$ cat src/rtl/dr_alm_pipe.sv
// Pipelined dynamic-range approximate log multiplier. DR_ALM_PIPE_STATS_EN adds delivery counters.
// Latency 3 cycles (S1 normalise, S2 add, S3 shift/sign), one result per cycle.
// Backpressure: each stage holds when full and blocked; in_ready follows out_ready combinationally.
module dr_alm_pipe #(
  parameter int WIDTH      = 16,
  parameter int KEEP_WIDTH = 5,
  parameter int SIGNED     = 1,
  parameter int TAG_W      = 4
) (
  input  logic                 clk,
  input  logic                 rst_n,
  input  logic                 in_valid,
  output logic                 in_ready,
  input  logic [WIDTH-1:0]     in_a,
  input  logic [WIDTH-1:0]     in_b,
  input  logic                 in_rnd,
  input  logic [TAG_W-1:0]     in_tag,
  output logic                 out_valid,
  input  logic                 out_ready,
  output logic [2*WIDTH-1:0]   out_z,
  output logic [TAG_W-1:0]     out_tag
`ifdef DR_ALM_PIPE_STATS_EN
  ,
  output logic [31:0]          stat_count,
  output logic [31:0]          stat_zero
`endif
);

  localparam int W  = WIDTH;
  localparam int T  = KEEP_WIDTH;
  localparam int LW = $clog2(W);
  localparam int KW = $clog2(2 * W);
  localparam int ZW = 2 * W;

  typedef struct packed {
    logic             s;
    logic [LW-1:0]    ka;
    logic [LW-1:0]    kb;
    logic [T-1:0]     xa;
    logic [T-1:0]     xb;
    logic             zero;
    logic [TAG_W-1:0] tag;
  } s1_t;

  typedef struct packed {
    logic             s;
    logic [KW-1:0]    k;
    logic [T:0]       m;
    logic             zero;
    logic [TAG_W-1:0] tag;
  } s2_t;

  function automatic logic [W-1:0] mag(input logic [W-1:0] v);
    if ((SIGNED != 0) && v[W-1]) return ~v + W'(1);
    return v;
  endfunction

  function automatic logic [LW-1:0] lead_one(input logic [W-1:0] v);
    logic [LW-1:0] k;
    k = '0;
    for (int i = 0; i < W; i++) if (v[i]) k = LW'(i);
    return k;
  endfunction

  logic v1_q, v2_q, v3_q;
  logic s1_adv, s2_adv, s3_adv;
  s1_t  s1_d, s1_q;
  s2_t  s2_d, s2_q;
  logic [ZW-1:0]    z_d, z_q;
  logic [TAG_W-1:0] tag3_q;

  assign s3_adv   = !v3_q || out_ready;
  assign s2_adv   = !v2_q || s3_adv;
  assign s1_adv   = !v1_q || s2_adv;
  assign in_ready = s1_adv;

  logic [W-1:0]  mag_a, mag_b, norm_a, norm_b;
  logic [LW-1:0] k_a, k_b;
  logic          unused_norm;

  // Only the bits just below the leading one survive into the T-bit significand.
  always_comb begin
    mag_a       = mag(in_a);
    mag_b       = mag(in_b);
    k_a         = lead_one(mag_a);
    k_b         = lead_one(mag_b);
    norm_a      = mag_a << (LW'(W - 1) - k_a);
    norm_b      = mag_b << (LW'(W - 1) - k_b);
    s1_d        = '0;
    s1_d.s      = (SIGNED != 0) ? (in_a[W-1] ^ in_b[W-1]) : 1'b0;
    s1_d.ka     = k_a;
    s1_d.kb     = k_b;
    s1_d.xa     = {norm_a[W-2 -: T-1], in_rnd ? norm_a[W-1-T] : 1'b1};
    s1_d.xb     = {norm_b[W-2 -: T-1], in_rnd ? norm_b[W-1-T] : 1'b1};
    s1_d.zero   = (in_a == '0) || (in_b == '0);
    s1_d.tag    = in_tag;
  end

  assign unused_norm = ^{norm_a, norm_b};

  logic [T:0] sum_x;

  always_comb begin
    sum_x     = {1'b0, s1_q.xa} + {1'b0, s1_q.xb} + (T+1)'(1);
    s2_d      = '0;
    s2_d.s    = s1_q.s;
    s2_d.k    = KW'(s1_q.ka) + KW'(s1_q.kb) + KW'(sum_x[T]);
    s2_d.m    = {1'b1, sum_x[T-1:0]};
    s2_d.zero = s1_q.zero;
    s2_d.tag  = s1_q.tag;
  end

  logic [ZW-1:0] m_w, z_mag;

  always_comb begin
    m_w = ZW'(s2_q.m);
    if (s2_q.k >= KW'(T)) z_mag = m_w << (s2_q.k - KW'(T));
    else                  z_mag = m_w >> (KW'(T) - s2_q.k);
    if (s2_q.zero)        z_d = '0;
    else if (s2_q.s)      z_d = ~z_mag + ZW'(1);
    else                  z_d = z_mag;
  end

  always_ff @(posedge clk) begin
    if (!rst_n) begin
      v1_q   <= 1'b0;
      v2_q   <= 1'b0;
      v3_q   <= 1'b0;
      s1_q   <= '0;
      s2_q   <= '0;
      z_q    <= '0;
      tag3_q <= '0;
    end else begin
      if (s1_adv) begin
        v1_q <= in_valid;
        if (in_valid) s1_q <= s1_d;
      end
      if (s2_adv) begin
        v2_q <= v1_q;
        if (v1_q) s2_q <= s2_d;
      end
      if (s3_adv) begin
        v3_q <= v2_q;
        if (v2_q) begin
          z_q    <= z_d;
          tag3_q <= s2_q.tag;
        end
      end
    end
  end

  assign out_valid = v3_q;
  assign out_z     = z_q;
  assign out_tag   = tag3_q;

`ifdef DR_ALM_PIPE_STATS_EN
  logic        zero3_q;
  logic [31:0] cnt_q, cnt_zero_q;

  always_ff @(posedge clk) begin
    if (!rst_n) begin
      zero3_q    <= 1'b0;
      cnt_q      <= '0;
      cnt_zero_q <= '0;
    end else begin
      if (s3_adv && v2_q) zero3_q <= s2_q.zero;
      if (v3_q && out_ready) begin
        cnt_q <= cnt_q + 32'd1;
        if (zero3_q) cnt_zero_q <= cnt_zero_q + 32'd1;
      end
    end
  end

  assign stat_count = cnt_q;
  assign stat_zero  = cnt_zero_q;
`endif

endmodule

$ cat config.mk
export PLATFORM = sky130hd
export DESIGN_NAME = dr_alm_pipe
export DESIGN_NICKNAME = d
export VERILOG_FILES = /design/src/rtl/dr_alm_pipe.sv
export SDC_FILE = /design/constraint.sdc
export NUM_CORES = 1
export LEC_CHECK = 0
export ABC_AREA = 0
export ABC_CLOCK_PERIOD_IN_PS = 5400
export BUFFER_PORTS_ARGS = -buffer_cell sky130_fd_sc_hd__buf_2
export CORE_ASPECT_RATIO = 1.1
export CORE_UTILIZATION = 55
export CTS_BUF_LIST = sky130_fd_sc_hd__clkbuf_2
export DETAILED_ROUTE_END_ITERATION = 7
export HOLD_SLACK_MARGIN = 0.08
export MAX_ROUTING_LAYER = met4
export PLACE_DENSITY_LB_ADDON = 0.3
export SYNTH_ARGS = -nofsm -noshare
export SYNTH_HDL_FRONTEND = slang
export SYNTH_SLANG_ARGS = --single-unit
$ cat constraint.sdc
create_clock -name clk -period 5.4 [get_ports clk]
set_clock_uncertainty 0.2 [all_clocks]
set_input_delay 0.27 -clock clk [delete_from_list [all_inputs] [get_ports clk]]
set_output_delay 0.27 -clock clk [all_outputs]
set_load 0.1 [all_outputs]
==> impl_metrics.tcl, run 1 <==
set metrics [dict create \
    root_buffer "clkbuf_2" \
    drc_errors 0 \
    synthAdderAreaFrac_pct 3.01 \
    antenna_found_initial 0 \
    drt_iter0_drc 633 \
    slew_violations 0 \
    finalWirelength_um 23200 \
    yosysWarnings 0 \
    crit_path_end_kind "register" \
    crit_required_ns 5.68 \
    die_area_um2 15500 \
    p_sw_share_pct 42.3 \
    r2r_slack_ns 0.80 \
    clock.fmax_mhz 217 \
    place_hpwl_um 17600 \
    synth-seq-area-share_pct 19.5 \
    grt_pass1_vias 7798 \
    clock_path_buffers 2 \
    io_pins 79 \
    synth_top_family_by_area "compound AO/OA/AOI/OAI gates" \
    synth_simple_gate_area_share_pct 26.2 \
    fin_nets 1229 \
    met1_usage_pct 34.7 \
    start_util_pct 56.7 \
    use_met3_pct 3.93 \
    cts_tree "yes" \
    final_common_cell "nand2_1" \
    p_leak_nw 3.30 \
    busiest_layer "met2" \
    slew-limit-headroom_pct 36.3 \
    cp-start-kind "register" \
    htreeDepth 3 \
    clkTransAtPathRegs_ns 0.23 \
    dpl_worst_slack_ns 0.825 \
    clkLatencyLatePin_ns 0.54 \
    grt_max_degree 43 \
    drt_first_pass_iters 6 \
    tightest_slew_ns 0.947 \
    path_max_fanout 23 \
    fin_crit_ns 4.60 \
    drtAntennaViolNets 0 \
    fp.dieH_um 130 \
    finalCritPeriodShare_pct 85.2 \
    setup_tns_ns 0 \
    portBuffers 78 \
    syn-num-nets 1199 \
    met2_usage_pct 54.8 \
    sequentialPowerShare_pct 38.1 \
    diodes 0 \
    syn-cell-area_um2 8230 \
    cts_buffers 9 \
    die_w_um 119 \
    setup_viol 0 \
    syn_inst 1140 \
    ys_types 94 \
    worst_r2r_path_depth 11 \
    rsz0062_at_grt "no" \
    core_um2 14500 \
    synth_ff_type "dfxtp_1" \
    groute.usage.overall_pct 30.8 \
    avgSynthCellArea_um2 7.22 \
    maxCapViolCount 0 \
    outcome "finished, final reports clean" \
    crit_arrival_ns 4.88 \
    gp_congestion 0.964 \
    area_growth_pct 7.83 \
    synth-edff-count 0 \
    routedWlPerCell_um 17.0 \
    p_int_w 0.000989 \
    cts_num_sinks 80 \
    synthMuxAreaShare_pct 4.53 \
    post-route-util_pct 61.2 \
    timing.hold.ws_ns 0.116 \
    post_cts.repair.setup_buffers 0 \
    grt_first_pass_wirelength_um 38000 \
    async_flop_share_pct 0 \
    p_switching_w 0.000724 \
    holdPathStages 3 \
    synth_xor_area_share_pct 6.71 \
    nFillCells 1433 \
    p_per_area_nw_per_um2 193 \
    pwr-share-comb_pct 43.6 \
    rows 46 \
    critical_path_class "reg2reg" \
    hp-class "in2reg" \
    ys_seq_elements 80 \
    power_w 0.00171 \
    drive_gt1_share_pct 14.0 \
    synth_compound_area_share_pct 34.0 \
    routed_via_density 6.35 \
    vias 8664 \
    setup_ws_ns 0.800 \
    clkPwrFrac_pct 18.4 \
    layout_common_cells "nand2_1 (138), o21ai_0 (93), nor2_1 (87)" \
    irDropWorstVdd_mv 0.146 \
    overflow 0 \
    finalHoldViolCount 0 \
]
sequential cells by signal, indices dropped and copies added (netlist names):
name	flops
out_z	32
m_w	6
s1_q	24
out_valid	1
out_tag	4
v1_q	1
s2_q	11
v2_q	1
critical path, cell delays in order, from the launching register on:
cell       delay, ns
dfxtp_1         0.68
inv_1           0.17
ha_1            0.77
mux4_2          0.44
mux2i_1         0.38
nand2_1         0.11
a32oi_1         0.19
nand4_1         0.22
nand4bb_1       0.53
or3_1           0.49
mux2_2          0.26
o21ai_1         0.12
path summary, 6_finish.rpt:
| kind | from | end |
|---|---|---|
| min reg2reg | out_z[23] | out_z[23] |
| max | s2_q[12] | out_z[27] |
| max reg2reg | s2_q[12] | out_z[27] |
| min | in_a[15] | s1_q[23] |
metal layers:
metal	vias up	wire (um)	share of wire [%]
li1	4334	-	-
met1	3991	9550	41
met2	270	11800	51
met3	69	1020	4.4
met4	0	830	3.6
met5	-	0	0
metrics by stage:
step           instance area [um^2]  instances
3_3_place_gp                   8590       1333
3_5_place_dp                   8590       1333
5_1_grt                        8870       1365
4_1_cts                        8860       1364
2_1_floorplan                  8230       1140
6_report                       8870       1365
cell families after synthesis:
logic type / after synthesis
buf+inv: 122
xor+xnor: 63
simple gates: 426
flops: 80
mux: 31
fa+ha+maj: 18
compound gates: 400
timing repair:
item,CTS,global route
hold buffers,17,1
endpoints found under the hold margin,24,1
gates resized for setup,0,0
power by group through the flow:
stage / registers (W) / clock network [W] / logic [W]
finish: 0.000652 / 0.000315 / 0.000746
global route: 0.000658 / 0.000346 / 0.000817
CTS: 0.000652 / 0.000320 / 0.000735
detailed placement: 0.000664 / 0 / 0.000722
global placement: 0.000663 / 0 / 0.000719
floorplan: 0.000663 / 0 / 0.000555
cells in the mapped netlist, types with 12 or more instances:
cell / number / area (um^2)
a31oi_1: 15 / 93.8
nand2_1: 138 / 518
or4_1: 12 / 90.1
or3_1: 14 / 87.6
xnor2_1: 40 / 350
o21ai_0: 93 / 465
o22ai_1: 12 / 75.1
xor2_1: 23 / 201
o211ai_1: 15 / 113
mux2i_1: 17 / 170
ha_1: 15 / 188
nor2_1: 87 / 327
nor3_1: 32 / 160
inv_1: 29 / 109
o31ai_1: 19 / 143
dfxtp_1: 80 / 1600
a211oi_1: 36 / 270
and2_1: 15 / 93.8
a22oi_1: 17 / 128
nand3_1: 26 / 130
clkbuf_1: 69 / 259
nor2b_1: 21 / 131
a21oi_1: 61 / 305
nand2b_1: 12 / 75.1
final cells by class:
type	count	area, um^2	share of cell area [%]
inverter	32	120	1.35
clock inverter	5	58.8	0.663
sequential	80	1600	18.0
multi-input combinational	938	6140	69.2
timing repair buffer	109	668	7.53
tap	192	240	2.71
clock buffer	9	45.0	0.508
No activity file was read; power rests on OpenSTA's default activity.
==> run 2: changes to the inputs <==
--- a/config.mk
+++ b/config.mk
@@ -5,7 +5,7 @@
 export SDC_FILE = /design/constraint.sdc
 export NUM_CORES = 1
 export LEC_CHECK = 0
-export ABC_AREA = 0
+export ABC_AREA = 1
 export ABC_CLOCK_PERIOD_IN_PS = 5400
 export BUFFER_PORTS_ARGS = -buffer_cell sky130_fd_sc_hd__buf_2
 export CORE_ASPECT_RATIO = 1.1
@@ -15,6 +15,7 @@
 export HOLD_SLACK_MARGIN = 0.08
 export MAX_ROUTING_LAYER = met4
 export PLACE_DENSITY_LB_ADDON = 0.3
+export SETUP_SLACK_MARGIN = 0.2
 export SYNTH_ARGS = -nofsm -noshare
 export SYNTH_HDL_FRONTEND = slang
 export SYNTH_SLANG_ARGS = --single-unit
==> run 2 against run 1 <==
Area after synthesis is 15% lower. Synthesized cell count increased by 6.6%. Non-clock buffer count down 7. Worst hold slack got worse by 0.026 ns. Die area decreased by 14%. Power is 1.3% lower. Design area down 13%. Fmax increased by 27%. Largest power group unchanged.
==> impl_metrics.tcl, run 2 <==
set metrics [dict create \
    layout.cells.non_filler 1445 \
    grt_first_pass_wirelength_um 29600 \
    core_um2 12200 \
    root_buffer "clkbuf_2" \
    slew_violations 0 \
    irDropWorstVdd_mv 0.103 \
    drive_gt1_share_pct 13.4 \
    start_util_pct 57.4 \
    io_pins 79 \
    groute.usage.overall_pct 28.7 \
    drc_errors 0 \
    p_leak_nw 4.10 \
    antenna_found_initial 1 \
    overflow 0 \
    area_growth_pct 10.0 \
    p_per_area_nw_per_um2 219 \
    syn_inst 1215 \
    routed_via_density 5.36 \
    cts_buffers 9 \
    netlist_top_cells_count "nand2_1 (406), nand3_1 (146), nor2_1 (113)" \
    drt_first_pass_iters 7 \
    setup_tns_ns 0 \
    crit_required_ns 5.73 \
    syn-cell-area_um2 7020 \
    die_area_um2 13200 \
    tightest_slew_ns 0.859 \
    setup_viol 0 \
    synth-seq-area-share_pct 22.8 \
    synth_top_area_share_pct 22.8 \
    critical_path_class "reg2reg" \
    finalWirelength_um 17800 \
    crit_path_end_kind "register" \
    routedWlPerCell_um 12.3 \
    path_max_fanout 14 \
    clkLatencyLatePin_ns 0.60 \
    grt_pass1_vias 6865 \
    yosysTopAreaCell "dfxtp_1" \
    worstPathCellList "inv_2, ha_1, inv_1, nor2_1, nand2_1, nor2_1, clkinv_1, nor2_1, a21oi_2, ha_1, nand3_2, nor2_4, nand2_1, inv_1, nand2_1, o21ai_1, xor2_1, nand2_1, a21oi_1" \
    portBuffers 78 \
    htreeDepth 3 \
    gp_congestion 0.970 \
    layout_common_cells "nand2_1 (406), nand3_1 (146), nor2_1 (113)" \
    setup_ws_ns 1.79 \
    sequentialPowerShare_pct 38.5 \
    slowest_stage "dfxtp_1" \
    pwr-share-comb_pct 43.9 \
    clock_path_buffers 2 \
    p_switching_w 0.000766 \
    clock.fmax_mhz 277 \
    ys_seq_elements 80 \
    vias 7743 \
    clkPwrFrac_pct 17.6 \
    maxCapViolCount 0 \
    outcome "finished, final reports clean" \
    die_w_um 110 \
    syn-num-nets 1274 \
    slew-limit-headroom_pct 42.7 \
    critical_path.top_delay_family "simple AND/OR/NAND/NOR gates" \
    yosys.cell_count.top_type "nand2_1" \
    cp.buffers_inverters 4 \
    drt_iter0_drc 435 \
    clkTransAtPathRegs_ns 0.23 \
    post_cts.repair.setup_buffers 0 \
    fp.dieH_um 121 \
    cts_num_sinks 80 \
    hp-class "in2reg" \
    dp_cells 1409 \
    fin_crit_ns 3.61 \
    synth-edff-count 0 \
    rsz0062_at_grt "no" \
    avgSynthCellArea_um2 5.78 \
    yosysWarnings 0 \
    p_sw_share_pct 45.3 \
    final_common_cell "nand2_1" \
    finalCritPeriodShare_pct 66.8 \
    nFillCells 1251 \
    crit_top_cell "nand2_1" \
    cp-start-kind "register" \
    fin_nets 1344 \
    rows 42 \
    drtAntennaViolNets 0 \
    p_int_w 0.000925 \
    cts_tree "yes" \
    synth_top_cells_by_area "dfxtp_1 (23%), nand2_1 (22%), nand3_1 (10%)" \
    ys_types 54 \
    slowest_delay_ns 0.71 \
    largest_register_ffs 32 \
    synth_ff_type "dfxtp_1" \
    grt_max_degree 38 \
    crit_arrival_ns 3.94 \
    place_hpwl_um 13900 \
    finalHoldViolCount 0 \
    async_flop_share_pct 0 \
    dpl_worst_slack_ns 1.89 \
]
run 2: changes by cell type in the layout (fill, tap and decap cells not counted), sizes merged, moves of 18 or more:
cell,before,now
o21ai,104,77
o31ai,20,2
nand2,139,412
inv,30,138
nor2b,21,0
a211oi,37,0
xnor2,40,4
nor3,34,13
nand3,28,149
nor2,87,127
run 2: area by class of cell:
class | count | area (um^2) | area share, %
Clock buffer | 9 | 45.0 | 0.583
Timing Repair Buffer | 102 | 618 | 8.00
Multi-Input combinational cell | 950 | 4680 | 60.6
Antenna cell | 1 | 2.50 | 0.0324
Inverter | 142 | 534 | 6.91
Clock inverter | 7 | 53.8 | 0.696
Tap cell | 154 | 193 | 2.49
Sequential cell | 80 | 1600 | 20.7
run 2: worst paths after layout:
path | startpoint | to | slack (ns) | depth (start not counted)
worst min register to register | out_z[11] | out_z[11] | 0.28 | 2
worst max-delay path | s2_q[11] | out_z[12] | 1.79 | 19
worst min-delay path | in_b[13] | s1_q[9] | 0.09 | 7
worst max register to register | s2_q[11] | out_z[12] | 1.79 | 19
run 2: through the flow:
stage,util [%],instance area (um^2),hold slack [ns],power (W)
after global routing,63.1,7730,0.176,0.00181
after CTS,63.1,7730,0.0845,0.00169
after global placement,60.7,7440,0.249,0.00138
after detailed placement,60.7,7440,0.253,0.00138
final,63.1,7730,0.0901,0.00169
after floorplan,-,7020,0.237,0.00125
run 2: power by group through the flow:
stage | sequential, W | combinational [W] | clock, W
after floorplan | 0.000707 | 0.000542 | 0
after global placement | 0.000662 | 0.000714 | 0
after detailed placement | 0.000663 | 0.000722 | 0
after CTS | 0.000651 | 0.000735 | 0.000302
after global routing | 0.000656 | 0.000835 | 0.000324
final | 0.000651 | 0.000742 | 0.000297
run 2: repair_timing:
item / in CTS / in global routing
hold buffers: 19 / 0
resized for setup: 0 / 0
hold endpoints to repair: 44 / 0
run 2: logic make-up (layout without fill, tap and decap cells):
family / after synthesis / in the layout / share of synthesized area [%]
buf+inv: 185 / 260 / 10.5
fa+ha+maj: 18 / 18 / 3.53
simple gates: 736 / 736 / 45.6
flops: 80 / 80 / 22.8
other cells: 0 / 1 / 0
xor+xnor: 20 / 20 / 3.08
compound gates: 176 / 176 / 14.5
run 2: worst register-to-register path, stage by stage, from the launching register on:
cell	delay (ns)
dfxtp_1	0.71
inv_2	0.15
ha_1	0.42
inv_1	0.23
nor2_1	0.10
nand2_1	0.09
nor2_1	0.05
clkinv_1	0.08
nor2_1	0.05
a21oi_2	0.25
ha_1	0.27
nand3_2	0.12
nor2_4	0.17
nand2_1	0.09
inv_1	0.06
nand2_1	0.06
o21ai_1	0.14
xor2_1	0.15
nand2_1	0.06
a21oi_1	0.12
run 2: layer usage:
layer / routed length (um) / GRT usage (%) / vias up
li1: - / - / 4061
met1: 7620 / 31.7 / 3428
met2: 8880 / 50.5 / 202
met3: 639 / 3.34 / 52
met4: 647 / 13.9 / 0
met5: 0 / - / -
==> run 3: changes to the inputs <==
--- a/config.mk
+++ b/config.mk
@@ -6,7 +6,7 @@
 export NUM_CORES = 1
 export LEC_CHECK = 0
 export ABC_AREA = 1
-export ABC_CLOCK_PERIOD_IN_PS = 5400
+export ABC_CLOCK_PERIOD_IN_PS = 3000
 export BUFFER_PORTS_ARGS = -buffer_cell sky130_fd_sc_hd__buf_2
 export CORE_ASPECT_RATIO = 1.1
 export CORE_UTILIZATION = 55
==> constraint.sdc (replaced) <==
create_clock -name clk -period 3 [get_ports clk]
set_clock_uncertainty 0.2 [all_clocks]
set_input_delay 0.15 -clock clk [delete_from_list [all_inputs] [get_ports clk]]
set_output_delay 0.15 -clock clk [all_outputs]
set_load 0.1 [all_outputs]
==> run 3 against run 2 <==
Clock power up 82%. Worst hold slack improved by 0.022 ns. Power grew 110%. Critical endpoint unchanged. Final cell count increased by 8.9%. Flip-flop and latch count did not move. Largest power group unchanged. Via count rose by 13%. Highest routed layer unchanged. Global-route usage is 3.1 points higher. The run now ends with negative setup slack left.
==> impl_metrics.tcl, run 3 (same netlist as run 2, synthesis figures left out) <==
set metrics [dict create \
    cts_tree "yes" \
    hold_end "s1_q[11]" \
    irDropWorstVdd_mv 0.217 \
    cp.buffers_inverters 5 \
    setup_viol 8 \
    dpl_worst_slack_ns -0.0702 \
    routed_via_density 5.55 \
    finalCritPeriodShare_pct 104 \
    final_common_cell "nand2_1" \
    clock.fmax_mhz 320 \
    r2r_start "s2_q[12]" \
    multi_input_area_um2 5220 \
    vias 8729 \
    hp-class "in2reg" \
    fp.dieH_um 121 \
    timing.hold.ws_ns 0.112 \
    setup_ws_ns -0.127 \
    die_area_um2 13200 \
    die_w_um 110 \
    clkLatencyLatePin_ns 0.60 \
    finalWirelength_um 22000 \
    slew_violations 0 \
    slowest_delay_ns 0.43 \
    maxCapViolCount 0 \
    ff_latch_area_um2 1610 \
    finalHoldViolCount 0 \
    slew-limit-headroom_pct 43.4 \
    cts_buffers 9 \
    clock_path_buffers 2 \
    hold_start "in_a[2]" \
    start_util_pct 57.4 \
    root_buffer "clkbuf_2" \
    power_w 0.00356 \
    failed_checks "negative setup slack" \
    drt_iter0_drc 604 \
    area_growth_pct 33.8 \
    critical_path.top_delay_family "compound AO/OA/AOI/OAI gates" \
    antenna_found_initial 1 \
    p_leak_nw 4.79 \
    portBuffers 78 \
    reg2reg_to "out_z[12]" \
    drive_gt1_share_pct 27.6 \
    tightest_slew_ns 0.848 \
    critical_path_class "reg2reg" \
    path_max_fanout 5 \
    nFillCells 953 \
    crit_arrival_ns 3.44 \
    worstPathCellList "inv_6, ha_4, a21oi_4, xor2_2, buf_4, buf_6, nor2_2, inv_2, nor2_2, a21oi_2, ha_2, nand3_4, nor2_4, nand2_1, inv_1, nand2_2, o21ai_2, xor2_1, nand2_1, a21oi_2" \
    drc_errors 0 \
    fin_nets 1473 \
    core_um2 12200 \
    place_hpwl_um 14500 \
    grt_pass1_vias 7464 \
    overflow 0 \
    fin_crit_ns 3.13 \
    path_depth 20 \
    rows 42 \
    grt_first_pass_wirelength_um 33100 \
    outcome "finished with violations" \
    drtAntennaViolNets 0 \
    clkTransAtPathRegs_ns 0.28 \
    crit_path_end_kind "register" \
    rsz0062_at_grt "yes" \
    grt_max_degree 38 \
    groute.usage.overall_pct 31.8 \
    p_per_area_nw_per_um2 379 \
    gp_congestion 0.966 \
    htreeDepth 3 \
    cp-start-kind "register" \
    holdPathStages 9 \
    largest_register_ffs 32 \
    worst_r2r_path_depth 20 \
    layout_common_cells "nand2_1 (365), nand3_1 (136), inv_1 (100)" \
    routedWlPerCell_um 14.0 \
    drt_first_pass_iters 5 \
    cts_num_sinks 80 \
    r2r_slack_ns -0.13 \
    io_pins 79 \
    slowest_stage "dfxtp_4" \
    crit_required_ns 3.32 \
]
## run 3: area by class of cell
class	count	share of cell area [%]
clock buffer	9	0.479
sequential	80	17.2
clock inverter	7	0.572
tap	154	2.05
timing repair inverter	1	0.0533
inverter	142	5.90
antenna	1	0.0266
timing repair buffer	230	18.2
multi-input combinational	950	55.5
## run 3: how the worst max path moves through the flow
stage | from | to | slack [ns]
floorplan | s2_q[11] | out_z[12] | 0.13
global placement | s2_q[12] | out_z[25] | 0.03
detailed placement | s2_q[12] | out_z[30] | -0.07
CTS | s2_q[12] | out_z[12] | 0.10
global route | s2_q[12] | out_z[12] | -0.27
finish | s2_q[12] | out_z[12] | -0.13
## run 3: where the power goes
group	total [W]	switching, W	internal (W)
Combinational	0.00185	0.00114	0.000713
Sequential	0.00117	0.0000453	0.00113
Clock	0.000542	0.000424	0.000118
## run 3: metrics by stage
step / cell area [um^2] / utilization [%] / TNS (ns) / std cells
2_1_floorplan: 7060 / - / 0 / 1215
3_3_place_gp: 7710 / 63.0 / 0 / 1441
3_5_place_dp: 7710 / 63.0 / -0.129 / 1441
4_1_cts: 8620 / 70.4 / 0 / 1527
5_1_grt: 9400 / 76.8 / -2.13 / 1574
6_report: 9400 / 76.8 / -0.439 / 1574
## run 3: worst reg2reg max path: stages, from the launching register on
cell,delay (ns)
dfxtp_4,0.43
inv_6,0.05
ha_4,0.16
a21oi_4,0.19
xor2_2,0.22
buf_4,0.16
buf_6,0.09
nor2_2,0.03
inv_2,0.07
nor2_2,0.04
a21oi_2,0.15
ha_2,0.24
nand3_4,0.09
nor2_4,0.18
nand2_1,0.11
inv_1,0.08
nand2_2,0.07
o21ai_2,0.15
xor2_1,0.16
nand2_1,0.09
a21oi_2,0.14
## run 3: what timing repair did
item,in CTS,in global routing
hold endpoints to repair,72,2
endpoints found under the setup margin,20,47
hold buffers,50,2
resized for setup,42,129
pin swaps,26,59
gates cloned,0,3
setup buffers,20,42
## run 3: metal layers
layer,GRT usage [%],routed length [um]
met1,35.2,8560
met2,56.1,11200
met3,3.61,1100
met4,15.2,1160
met5,-,0
